==> src/rtl/poll_core_pkg.sv <==
// Shared types and constants for the sensor polling core.
// Holds FSM encoding, frame header nibble and threshold helpers.
package poll_core_pkg;

  typedef enum logic [2:0] {
    IDLE,
    I2C_REQ,
    I2C_WAIT,
    CHECK,
    TX_HDR,
    TX_DATA,
    NEXT
  } state_t;

  localparam logic [3:0] HDR_NIBBLE = 4'hA;
  localparam logic [7:0] DEF_TH_LO  = 8'd50;
  localparam logic [7:0] DEF_TH_HI  = 8'd120;
  localparam logic [7:0] DEF_HYST   = 8'd5;

  // Returns {set, clear}; 9-bit math so lo+hy and s+hy never wrap.
  function automatic logic [1:0] judge(
    input logic [7:0] s,
    input logic [7:0] lo,
    input logic [7:0] hi,
    input logic [7:0] hy
  );
    logic [8:0] s9, lo9, hi9, hy9;
    logic       set, clr;
    s9  = {1'b0, s};
    lo9 = {1'b0, lo};
    hi9 = {1'b0, hi};
    hy9 = {1'b0, hy};
    set = (s9 < lo9) || (s9 > hi9);
    clr = (s9 >= lo9 + hy9) && (s9 + hy9 <= hi9);
    return {set, clr};
  endfunction

endpackage

==> src/rtl/poll_core_busy_handshake.sv <==
// Request/busy handshake with per-phase timeout.
// Phase 1 holds req until busy rises; phase 2 waits for busy to fall.
module busy_handshake #(
  parameter int TIMEOUT = 255
) (
  input  logic clk,
  input  logic rst,
  input  logic en,
  input  logic busy,
  output logic req,
  output logic done,
  output logic fail
);

  localparam int CW = $clog2(TIMEOUT + 1);

  typedef enum logic {H_REQ, H_WAIT} phase_t;

  phase_t        phase, phase_d;
  logic [CW-1:0] cnt, cnt_d;
  logic          expired;

  assign expired = (cnt == CW'(TIMEOUT - 1));

  always_ff @(posedge clk or posedge rst) begin
    if (rst) begin
      phase <= H_REQ;
      cnt   <= '0;
    end else begin
      phase <= phase_d;
      cnt   <= cnt_d;
    end
  end

  always_comb begin
    req     = 1'b0;
    done    = 1'b0;
    fail    = 1'b0;
    phase_d = phase;
    cnt_d   = cnt;
    if (!en) begin
      phase_d = H_REQ;
      cnt_d   = '0;
    end else begin
      unique case (phase)
        H_REQ: begin
          req = 1'b1;
          if (busy) begin
            phase_d = H_WAIT;
            cnt_d   = '0;
          end else if (expired) begin
            fail  = 1'b1;
            cnt_d = '0;
          end else begin
            cnt_d = cnt + 1'b1;
          end
        end
        H_WAIT: begin
          if (!busy) begin
            done    = 1'b1;
            phase_d = H_REQ;
            cnt_d   = '0;
          end else if (expired) begin
            fail    = 1'b1;
            phase_d = H_REQ;
            cnt_d   = '0;
          end else begin
            cnt_d = cnt + 1'b1;
          end
        end
        default: phase_d = H_REQ;
      endcase
    end
  end

endmodule

==> src/rtl/poll_core.sv <==
// Periodic I2C sensor poller with threshold alarms and UART reporting.
// Each round reads N_CH channels, judges them, and sends header+data.
module poll_core
  import poll_core_pkg::*;
#(
  parameter int         N_CH     = 4,
  parameter logic [7:0] I2C_DEV  = 8'h57,
  parameter logic [7:0] REG_BASE = 8'h05,
  parameter logic [7:0] TH_LO    = DEF_TH_LO,
  parameter logic [7:0] TH_HI    = DEF_TH_HI,
  parameter logic [7:0] HYST     = DEF_HYST,
  parameter int         PERIOD   = 1000,
  parameter int         TIMEOUT  = 255
) (
  input  logic            clk_core,
  input  logic            reset,
  output logic            ler_i2c,
  output logic [7:0]      add_I2C,
  output logic [7:0]      reg_I2C,
  input  logic            busy_I2C,
  input  logic [7:0]      din_I2C,
  output logic            send_UART,
  output logic [7:0]      tx_data_UART,
  input  logic            tx_busy_UART,
  input  logic            alarma,
  output logic            alarma_out,
  output logic [N_CH-1:0] ch_alarm,
  output logic [N_CH-1:0] ch_err
);

  localparam int PW = $clog2(PERIOD + 1);

  state_t          state, state_d;
  logic [3:0]      ch, ch_d;
  logic [PW-1:0]   pcnt;
  logic            wrap;
  logic [7:0]      sample;
  logic [N_CH-1:0] ch_mask, alarm_d;
  logic [1:0]      verdict;
  logic            mute, alarma_q;
  logic            i2c_en, i2c_req, i2c_done, i2c_fail;
  logic            uart_en, uart_req, uart_done, uart_fail;

  assign wrap    = (pcnt == PW'(PERIOD - 1));
  assign ch_mask = N_CH'(1) << ch;
  assign verdict = judge(sample, TH_LO, TH_HI, HYST);
  assign i2c_en  = (state == I2C_REQ) || (state == I2C_WAIT);
  assign uart_en = (state == TX_HDR) || (state == TX_DATA);

  busy_handshake #(.TIMEOUT(TIMEOUT)) u_i2c (
    .clk  (clk_core),
    .rst  (reset),
    .en   (i2c_en),
    .busy (busy_I2C),
    .req  (i2c_req),
    .done (i2c_done),
    .fail (i2c_fail)
  );

  busy_handshake #(.TIMEOUT(TIMEOUT)) u_uart (
    .clk  (clk_core),
    .rst  (reset),
    .en   (uart_en),
    .busy (tx_busy_UART),
    .req  (uart_req),
    .done (uart_done),
    .fail (uart_fail)
  );

  assign ler_i2c   = (state == I2C_REQ) && i2c_req;
  assign send_UART = uart_req;
  assign add_I2C   = i2c_en ? I2C_DEV : 8'h00;
  assign reg_I2C   = i2c_en ? REG_BASE + {4'h0, ch} : 8'h00;

  always_comb begin
    tx_data_UART = 8'h00;
    unique case (1'b1)
      state == TX_HDR:  tx_data_UART = {HDR_NIBBLE, ch};
      state == TX_DATA: tx_data_UART = sample;
      default:          tx_data_UART = 8'h00;
    endcase
  end

  always_ff @(posedge clk_core or posedge reset) begin
    if (reset) begin
      state <= IDLE;
      ch    <= '0;
      pcnt  <= '0;
    end else begin
      state <= state_d;
      ch    <= ch_d;
      pcnt  <= wrap ? '0 : pcnt + 1'b1;
    end
  end

  // Wraps outside IDLE are dropped: a late round is never queued.
  always_comb begin
    state_d = state;
    ch_d    = ch;
    unique case (state)
      IDLE: if (wrap) begin
        state_d = I2C_REQ;
        ch_d    = '0;
      end
      I2C_REQ:
        if (busy_I2C)      state_d = I2C_WAIT;
        else if (i2c_fail) state_d = CHECK;
      I2C_WAIT:
        if (i2c_done || i2c_fail) state_d = CHECK;
      CHECK: state_d = TX_HDR;
      TX_HDR:
        if (uart_fail)      state_d = NEXT;
        else if (uart_done) state_d = TX_DATA;
      TX_DATA:
        if (uart_done || uart_fail) state_d = NEXT;
      NEXT:
        if (ch == 4'(N_CH - 1)) begin
          state_d = IDLE;
        end else begin
          state_d = I2C_REQ;
          ch_d    = ch + 1'b1;
        end
      default: state_d = IDLE;
    endcase
  end

  always_comb begin
    alarm_d = ch_alarm;
    if (state == CHECK && (ch_err & ch_mask) == '0) begin
      if (verdict[1])      alarm_d = ch_alarm | ch_mask;
      else if (verdict[0]) alarm_d = ch_alarm & ~ch_mask;
    end
  end

  always_ff @(posedge clk_core or posedge reset) begin
    if (reset) begin
      sample     <= 8'h00;
      ch_err     <= '0;
      ch_alarm   <= '0;
      mute       <= 1'b0;
      alarma_q   <= 1'b0;
      alarma_out <= 1'b0;
    end else begin
      if (state == I2C_WAIT && i2c_done) begin
        sample <= din_I2C;
        ch_err <= ch_err & ~ch_mask;
      end else if (i2c_fail) begin
        sample <= 8'hFF;
        ch_err <= ch_err | ch_mask;
      end
      ch_alarm <= alarm_d;
      alarma_q <= alarma;
      // A freshly raised alarm overrides a same-cycle mute press.
      if (|(alarm_d & ~ch_alarm))  mute <= 1'b0;
      else if (alarma && !alarma_q) mute <= 1'b1;
      alarma_out <= (|ch_alarm) & ~mute;
    end
  end

endmodule

==> config.mk <==
export PLATFORM = sky130hd
export DESIGN_NAME = poll_core
export DESIGN_NICKNAME = d
export VERILOG_FILES = /design/src/rtl/poll_core_pkg.sv /design/src/rtl/poll_core_busy_handshake.sv /design/src/rtl/poll_core.sv
export SDC_FILE = /design/constraint.sdc
export NUM_CORES = 1
export LEC_CHECK = 0
export ABC_AREA = 1
export CORE_MARGIN = 4
export CORE_UTILIZATION = 56
export CTS_BUF_LIST = sky130_fd_sc_hd__clkbuf_4 sky130_fd_sc_hd__clkbuf_8
export CTS_CLUSTER_DIAMETER = 40
export DETAILED_ROUTE_END_ITERATION = 8
export HOLD_SLACK_MARGIN = 0.15
export PLACE_DENSITY = 0.8
export SYNTH_ARGS = -nofsm -noshare
export SYNTH_HDL_FRONTEND = slang
export SYNTH_HIERARCHICAL = 1
export SYNTH_SLANG_ARGS = --single-unit
==> constraint.sdc <==
create_clock -name clk_core -period 2.3 [get_ports clk_core]
set_clock_uncertainty 0.1 [all_clocks]
set_input_delay 0.69 -clock clk_core [delete_from_list [all_inputs] [get_ports clk_core]]
set_output_delay 0.69 -clock clk_core [all_outputs]
set_load 0.005 [all_outputs]
* After elaboration in Yosys (flattened, before gate mapping)
Cells that the tools add are included.
** Storage, ports and cells
- Flip-flop bits (word level) :: 54
- Bits of input ports :: 13
- Output and inout port bits :: 35
- Logic and storage cells :: 137
** Cells by class
- Add/sub/neg operators :: 6
- $lt $le $gt $ge :: 4
- Equality and inequality tests :: 16
- Shift-type cells :: 1
- Mux-type cells :: 65
- Bitwise operators :: 12
- Reduce and logical (&&, ||, !) cells :: 20
** Operators by type and width (number)
- 8-bit two-way mux :: 10
- 8-bit case mux with 2 select lines :: 3
- 1-bit two-way mux :: 29
- 4-bit two-way mux :: 7
- 3-bit two-way mux :: 7
- 3-bit case mux with 7 select lines :: 1
- 8-bit by 1-bit adder with 8-bit output (second input constant) :: 2
- 4-bit bitwise AND :: 4
- 8-bit == test (second input constant) :: 2
- 10-bit by 1-bit adder with 10-bit output (second input constant) :: 1
- 10-bit == test (second input constant) :: 1
- 10-bit two-way mux :: 1
- 8-bit by 3-bit adder with 9-bit output (second input constant) :: 1
- 3-bit == test (second input constant) :: 3
- 9-bit by 7-bit less-or-equal comparator with 1-bit output (second input constant) :: 1
- 8-bit by 6-bit >= comparator with 1-bit output (second input constant) :: 1
- 8-bit by 7-bit greater-than comparator with 1-bit output (second input constant) :: 1
- 8-bit by 6-bit less-than comparator with 1-bit output (second input constant) :: 1
- 4-bit inverter :: 2
- 4-bit OR :: 2
- 1-bit case mux with 2 select lines :: 4
- 4-bit case mux with 2 select lines :: 1
- 4-bit OR reduction :: 2
- 7-bit two-way mux :: 1
- other kinds (20) :: 36

* Logic depth before layout (Yosys ltp)
Gate-level depths: netlist (run 1).
- Depth in word-level cells :: 9
- Gate-level depth with buffers :: 13
- Gate-level depth less buffers :: 12

* Cells and area by module
Netlist (run 1), hierarchy kept.
** By module, submodules not included
- poll_core :: times used 1, cells an instance 286, area each 2107.0 sq um, seq. area each 900.9 sq um
- busy_handshake :: times used 2, cells an instance 62, area each 514.2 sq um, seq. area each 225.2 sq um

* Least setup slack after synthesis (run 1)
Ideal clock, no wire load.
- Path kind :: register to output
- From :: reg state[1]
- To :: out ler_i2c
- Arrival time :: 1.260 ns
- Required time :: 1.510 ns
- Slack :: 0.250 ns
- Cell stages (with the launch flop) :: 10
- Buffers on the path :: 0
- Path through :: dfrtp_1 -> inv_1 -> nand2_1 -> nor2_1 -> inv_1 -> nand2_1 -> inv_1 -> nor2_1 -> inv_1 -> nor2_1
** Between the ends
- Word-level cells in the longest chain between the ends :: 4
- Elaborated cells between the ends (all ways) :: 5
- Those cells by class :: 2 x eq/ne; 1 x mux; 2 x reduce/logical
** Ends and longest elaborated chain
- from (decl) :: RTL line poll_core.sv:33 : state_t state, state_d;
- from (signal assigned) :: RTL line poll_core.sv:90 : state <= state_d;
- 3-bit by 1-bit == test with 1-bit output / 3-bit by 2-bit == test with 1-bit output (equally long branches) :: RTL line poll_core.sv:47 : assign i2c_en = (state == I2C_REQ) || (state == I2C_WAIT);
- 1-bit logical OR * :: RTL line poll_core.sv:47
- named net i2c_en :: RTL line poll_core.sv:41 : logic i2c_en, i2c_req, i2c_done, i2c_fail;
- 1-bit two-way mux * :: RTL line poll_core_busy_handshake.sv:41 : if (!en) begin
- named net i2c_req :: RTL line poll_core.sv:41
- 1-bit logical AND * :: RTL line poll_core.sv:70 : assign ler_i2c = (state == I2C_REQ) && i2c_req;
- to (decl) :: RTL line poll_core.sv:17 : output logic ler_i2c,
Mark *: on every way through the listed nets, which the timed path passes. The rest lies on a longest branch.

* Worst setup path in the final report (run 1)
- From :: reg state[1]
- To :: out reg_I2C[3]
** Between the ends
- Word-level cells in the longest chain between the ends :: 3
- Elaborated cells between the ends (all ways) :: 4
- Those cells by class :: 2 x eq/ne; 1 x mux; 1 x reduce/logical
** Ends and longest elaborated chain
- 3-bit by 1-bit == test with 1-bit output / 3-bit by 2-bit == test with 1-bit output (equally long branches) :: RTL line poll_core.sv:47
- 1-bit logical OR * :: RTL line poll_core.sv:47
- 5-bit two-way mux * :: RTL line poll_core.sv:73 : assign reg_I2C = i2c_en ? REG_BASE + {4'h0, ch} : 8'h00;
- to (decl) :: RTL line poll_core.sv:19 : output logic [7:0] reg_I2C,
Mark *: on every way between the ends. The rest lies on a longest branch, timed or not.

==> results of run 1 <==
path summary, 6_finish.rpt:
kind,from,cells after the start,slack [ns],endpoint
max in group asynchronous,reset,3,1.02,ch_alarm[0]$_DFF_PP0_
setup reg to reg,state[1]$_DFFE_PP0P_,13,0.34,flip-flop
min in group asynchronous,reset,2,0.60,u_uart/cnt[1]$_DFF_PP0_
setup / recovery,state[1]$_DFFE_PP0P_,9,0.03,reg_I2C[3]
hold reg to reg,mute$_DFFE_PP0P_,1,0.33,alarma_out$_DFF_PP0_
hold / removal,mute$_DFFE_PP0P_,1,0.33,alarma_out$_DFF_PP0_
flip-flops by register name, summed over array words and instances, names as in the netlist, named ones only:
| signal | flops |
|---|---|
| alarma_out | 1 |
| u_i2c/cnt | 8 |
| ch_alarm | 4 |
| alarma_q | 1 |
| pcnt | 10 |
| u_uart/phase | 1 |
| u_uart/cnt | 8 |
| state | 3 |
| mute | 1 |
| u_i2c/phase | 1 |
| ch | 4 |
| sample | 8 |
cell usage in the layout, fill, tap and decap left out, types with 15 or more instances in the layout:
cell type / count
clkdlybuf4s50_1: 21
dfrtp_1: 54
nand3_1: 34
nand2_1: 67
buf_4: 22
inv_1: 56
nor2_1: 61
a21oi_1: 15
kinds of logic (layout without fill, tap and decap cells):
logic type / count (synthesis) / after routing / synth area share
buffers and inverters: 79 / 139 / 0.112
adder cells (fa/ha/maj): 6 / 6 / 0.0239
other: 1 / 6 / 0.00120
AO/OA/AOI/OAI: 50 / 50 / 0.0874
XOR/XNOR: 10 / 10 / 0.0279
flip-flops: 54 / 54 / 0.431
AND/OR/NAND/NOR: 210 / 210 / 0.317
area by class of cell:
class / instances / area [sq um]
Clock inverter: 2 / 37.5
Timing Repair Buffer: 66 / 544
Inverter: 65 / 244
Sequential cell: 54 / 1350
Tap cell: 70 / 87.6
Clock buffer: 6 / 76.3
Multi-Input combinational cell: 282 / 1500
Fill cell: 416 / 1430
worst register-to-register path: stages (launching register included):
cell     delay (ns)
dfrtp_1        0.40
inv_2          0.08
nand2_2        0.07
nor2_4         0.12
inv_2          0.06
nand2_4        0.07
inv_1          0.05
buf_4          0.12
nor2_1         0.18
inv_1          0.10
nor2_4         0.14
inv_2          0.12
o22ai_1        0.20
inv_1          0.06
through the flow:
step / setup slack (ns) / power, mW
2_1_floorplan: 0.250 / 2.07
3_3_place_gp: -0.0766 / 2.69
3_5_place_dp: -0.110 / 2.73
4_1_cts: 0.00795 / 3.33
5_1_grt: -0.0855 / 3.64
6_report: 0.0337 / 3.39
what timing repair did:
item | CTS | global route
buffers inserted | 1 | 0
pin swaps | 2 | 3
setup endpoints to repair | 20 | 20
gates resized for setup | 56 | 27
per-layer routing:
metal	vias to the layer above	GRT usage
li1	1408	-
met1	1302	0.263
met2	84	0.348
met3	10	0.0416
met4	0	0.0550
met5	-	0
power breakdown:
part | total (mW) | internal, mW | switching (mW)
Clock | 0.641 | 0.337 | 0.304
Combinational | 1.55 | 0.681 | 0.869
Sequential | 1.20 | 1.09 | 0.110
Total | 3.39 | 2.10 | 1.28
==> flow_metrics.py, run 1 <==
metrics = {
    "sta": {
        "fmax_ghz": 0.441,
        "tns_ns": 0,
        "report.final.slew_viol_count": 0,
        "period_minus_slack_ns": 2.27,
        "hold_viol_final": 0,
        "rsz0062_at_grt": "yes",
        "fin_crit_sh": 0.985,
        "setup_viol": 0,
        "whs_ns": 0.327,
    },
    "clock_network": {
        "postCtsHoldBufs": 0,
        "cts.sinks": 54,
        "cts_buffers": 5,
        "clockBufferDepth": 2,
        "worstSkewPairLatency_ns": 0.30,
        "h-tree-depth": 2,
        "cts_tree": "yes",
        "clk_pin_slew_ns": 0.10,
        "cts_root_buf": "clkbuf_8",
    },
    "drt": {
        "viasPerCell": 5.14,
        "via_count": 2804,
        "wl_met2_um": 3320,
        "first_iter_violations": 160,
        "wl_met3_um": 364,
        "route.detailed.drc": 0,
        "routedWlPerCell_um": 12.3,
        "finalWirelength_um": 6700,
        "first_pass_iters": 4,
        "topRoutingLayerUsed": "met4",
        "ant_nets": 0,
        "wl_met1_um": 2950,
    },
    "grt": {
        "grt_max_degree": 37,
        "grt_overflow": 0,
        "grt_pass1_vias": 2783,
        "grt_pass1_wl_um": 12000,
        "grt_use_total": 0.204,
        "antenna_found_initial": 0,
    },
    "finish": {
        "drive_gt1_frac": 0.198,
        "design_area_sq_um": 3840,
        "n_antenna_cell": 0,
        "syn2layout_area_growth_pct": 22.5,
        "fin_cells": 545,
        "nets": 493,
        "utilization": 0.729,
    },
    "worst_setup_path": {
        "crit_fanout": 5,
        "startpoint_type": "flip-flop",
        "crit_slowest_cell": "dfrtp_1",
        "crit_family": "buffers and inverters",
        "crit_required_ns": 1.51,
        "crit_top_cell": "inv_2",
        "critPathBufInv": 5,
        "path_class": "flip-flop to output port",
        "cp_slowest_stage_delay_ns": 0.40,
        "arrival_ns": 1.48,
        "path_cells": "inv_2 > nand2_2 > nor2_4 > inv_2 > nand2_4 > buf_4 > inv_2 > nor3_2 > buf_2",
        "cp-end-kind": "output port",
    },
    "pwr": {
        "irDropWorstVdd_v": 0.000758,
        "leakagePower_nw": 1.95,
        "pwr_density_cell_nw_per_um2": 881,
    },
    "hold_path": {
        "hold_path.class": "flip-flop to flip-flop",
    },
    "floorplanning": {
        "dieHeight_um": 82.8,
        "start_util": 0.595,
        "std_cell_rows": 26,
        "io_pins": 48,
        "dieArea_sq_um": 6860,
        "die_width_um": 82.8,
        "core_area_sq_um": 5270,
    },
    "synth": {
        "synth_area_sq_um": 3140,
        "synth_area_leaders": "dfrtp_1, nand2_1, nor2_1",
        "synth-edff-count": 0,
        "yosysTopAreaCell": "dfrtp_1",
        "synth_cell_type_count": 30,
        "synth_seq_cells": 54,
        "async_flop_share": 1.00,
        "ys.flop_type": "dfrtp_1",
        "synth_warnings": 6,
        "synth_common_cells": "nand2_1, nor2_1, inv_1",
        "synth_cells": 410,
        "synth_top_area_frac": 0.431,
        "ys_seq_area_frac": 0.431,
        "syn_avg_cell_area_sq_um": 7.65,
        "yosysMostFrequentCell": "nand2_1",
    },
    "placement": {
        "io_buffers": 41,
        "hpwl_um": 5200,
        "place_area_sq_um": 3730,
        "placedCellCount": 536,
        "gp_congestion": 0.898,
    },
    "outcome": {
        "status": "complete, no violations",
    },
    "run": {
        "maxCapViolations": 0,
    },
}
(Power assumes the default switching activity.)
==> run 2: changes to the inputs <==
Settings changed: CAP_MARGIN from default to 20.
==> results of run 2 <==
Final layout, timing and power as in run 1 (identical DEF).
==> run 3: changes to the inputs <==
Settings changed: CORE_UTILIZATION 56 to 60, PLACE_DENSITY 0.8 to 0.85.
Clock period 2.3 ns to 2.9 ns, I/O delays scaled along.
==> flow_metrics.py, run 3 (same netlist as run 1, synthesis figures left out) <==
metrics = {
    "grt": {
        "grt_pass1_wl_um": 10700,
        "grt_pass1_vias": 2588,
        "grt_overflow": 0,
        "antenna_found_initial": 0,
        "grt_use_total": 0.208,
        "grt_max_degree": 37,
    },
    "placement": {
        "pre_cts_ws_ns": 0.209,
        "gp_congestion": 0.882,
        "io_buffers": 41,
        "place_area_sq_um": 3560,
        "placedCellCount": 514,
        "hpwl_um": 4780,
    },
    "run": {
        "maxCapViolations": 0,
    },
    "pwr": {
        "power_frac_seq": 0.399,
        "power_switching_mw": 0.922,
        "leakagePower_nw": 1.94,
        "internal_power_mw": 1.51,
        "combPwrFrac": 0.433,
        "p_sw_frac": 0.379,
        "total_power_mw": 2.43,
        "pwr_density_cell_nw_per_um2": 654,
        "irDropWorstVdd_v": 0.000427,
        "power_frac_clock": 0.168,
    },
    "clock_network": {
        "h-tree-depth": 2,
        "cts_root_buf": "clkbuf_8",
        "clk_pin_slew_ns": 0.09,
        "worstSkewPairLatency_ns": 0.30,
        "cts_buffers": 5,
        "postCtsHoldBufs": 0,
        "clockBufferDepth": 2,
        "cts_tree": "yes",
        "cts.sinks": 54,
    },
    "sta": {
        "tns_ns": 0,
        "whs_ns": 0.327,
        "hold_viol_final": 0,
        "fmax_ghz": 0.350,
        "period_minus_slack_ns": 2.86,
        "setup_ws_ns": 0.0391,
        "setup_viol": 0,
        "rsz0062_at_grt": "yes",
        "fin_crit_sh": 0.987,
        "report.final.slew_viol_count": 0,
    },
    "finish": {
        "largest_register_ffs": 10,
        "nets": 474,
        "layout_common_cells": "nand2_1, nor2_1, inv_1",
        "regMostFlops": "pcnt",
        "fin_cells": 525,
        "final_common_cell": "nand2_1",
        "n_antenna_cell": 0,
        "syn2layout_area_growth_pct": 18.6,
        "utilization": 0.732,
        "drive_gt1_frac": 0.125,
        "design_area_sq_um": 3720,
    },
    "worst_setup_path": {
        "cp_slowest_stage_delay_ns": 0.50,
        "reg2reg_depth": 13,
        "crit_slowest_cell": "clkdlybuf4s50_1",
        "path_cells": "inv_2 > nand2_1 > nor2_2 > inv_1 > nand2_2 > buf_4 > clkdlybuf4s50_1",
        "cp-end-kind": "output port",
        "crit_required_ns": 1.93,
        "crit_fanout": 7,
        "startpoint_type": "flip-flop",
        "path_class": "flip-flop to output port",
        "arrival_ns": 1.89,
    },
    "drt": {
        "routedWlPerCell_um": 11.9,
        "finalWirelength_um": 6260,
        "ant_nets": 0,
        "route.detailed.drc": 0,
        "via_count": 2673,
        "first_iter_violations": 114,
        "first_pass_iters": 4,
        "viasPerCell": 5.09,
    },
    "floorplanning": {
        "start_util": 0.618,
        "io_pins": 48,
        "dieArea_sq_um": 6450,
        "dieHeight_um": 80.3,
        "die_width_um": 80.3,
        "core_area_sq_um": 5070,
        "std_cell_rows": 26,
    },
    "hold_path": {
        "min_path_cells": 1,
        "hold_path.class": "flip-flop to flip-flop",
    },
    "outcome": {
        "status": "complete, no violations",
    },
}
## run 3: changes by cell type in the layout (fill, tap and decap cells not counted), sizes merged
cell / delta
buf: -27
clkdlybuf4s15: -7
clkdlybuf4s50: +11
dlymetal6s2s: +9
clkinvlp: -1
bufinv: -1
clkbuf: -4
## run 3: cell type report
type | instances | area (sq um)
inverters | 65 | 244
fillers | 399 | 1360
multi-input cells | 282 | 1470
well taps | 70 | 87.6
repair buffers | 47 | 478
clock buffers | 7 | 83.8
flip-flops and latches | 54 | 1350
## run 3: repair_timing
item	CTS	global route
setup endpoints to repair	14	18
setup buffers	3	1
resized for setup	2	17
pin swaps	0	1
## run 3: metal layers
metal / track usage / wire [um] / part of all wire / vias up
met5: 0 / 0 / 0 / -
met4: 0.0777 / 94 / 0.015 / 0
met3: 0.0482 / 321 / 0.051 / 10
met2: 0.362 / 3070 / 0.49 / 55
met1: 0.250 / 2780 / 0.44 / 1238
li1: - / - / - / 1370
## run 3: path summary, 6_finish.rpt
check,start,endpoint,slack [ns]
worst max-delay path,state[1]$_DFFE_PP0P_,add_I2C[0],0.04
worst min-delay path,mute$_DFFE_PP0P_,alarma_out$_DFF_PP0_,0.33
worst max register to register,state[1]$_DFFE_PP0P_,state[0]$_DFFE_PP0P_,0.72
worst min register to register,mute$_DFFE_PP0P_,alarma_out$_DFF_PP0_,0.33
max in group asynchronous,reset,state[0]$_DFFE_PP0P_,1.42
min in group asynchronous,reset,u_i2c/cnt[3]$_DFF_PP0_,0.78
## run 3: critical path: cells and delay by family, from the launching register on
family / cells / cell delay, ns
flops: 1 / 0.42
buf+inv: 4 / 0.84
simple gates: 3 / 0.33
## run 3: power by group through the flow
stage | sequential, mW | clock (mW) | combinational, mW
2_1_floorplan | 0.947 | 0 | 0.696
3_3_place_gp | 0.970 | 0 | 0.989
3_5_place_dp | 0.975 | 0 | 1.01
4_1_cts | 0.960 | 0.422 | 1.05
5_1_grt | 0.984 | 0.453 | 1.19
6_report | 0.970 | 0.408 | 1.05
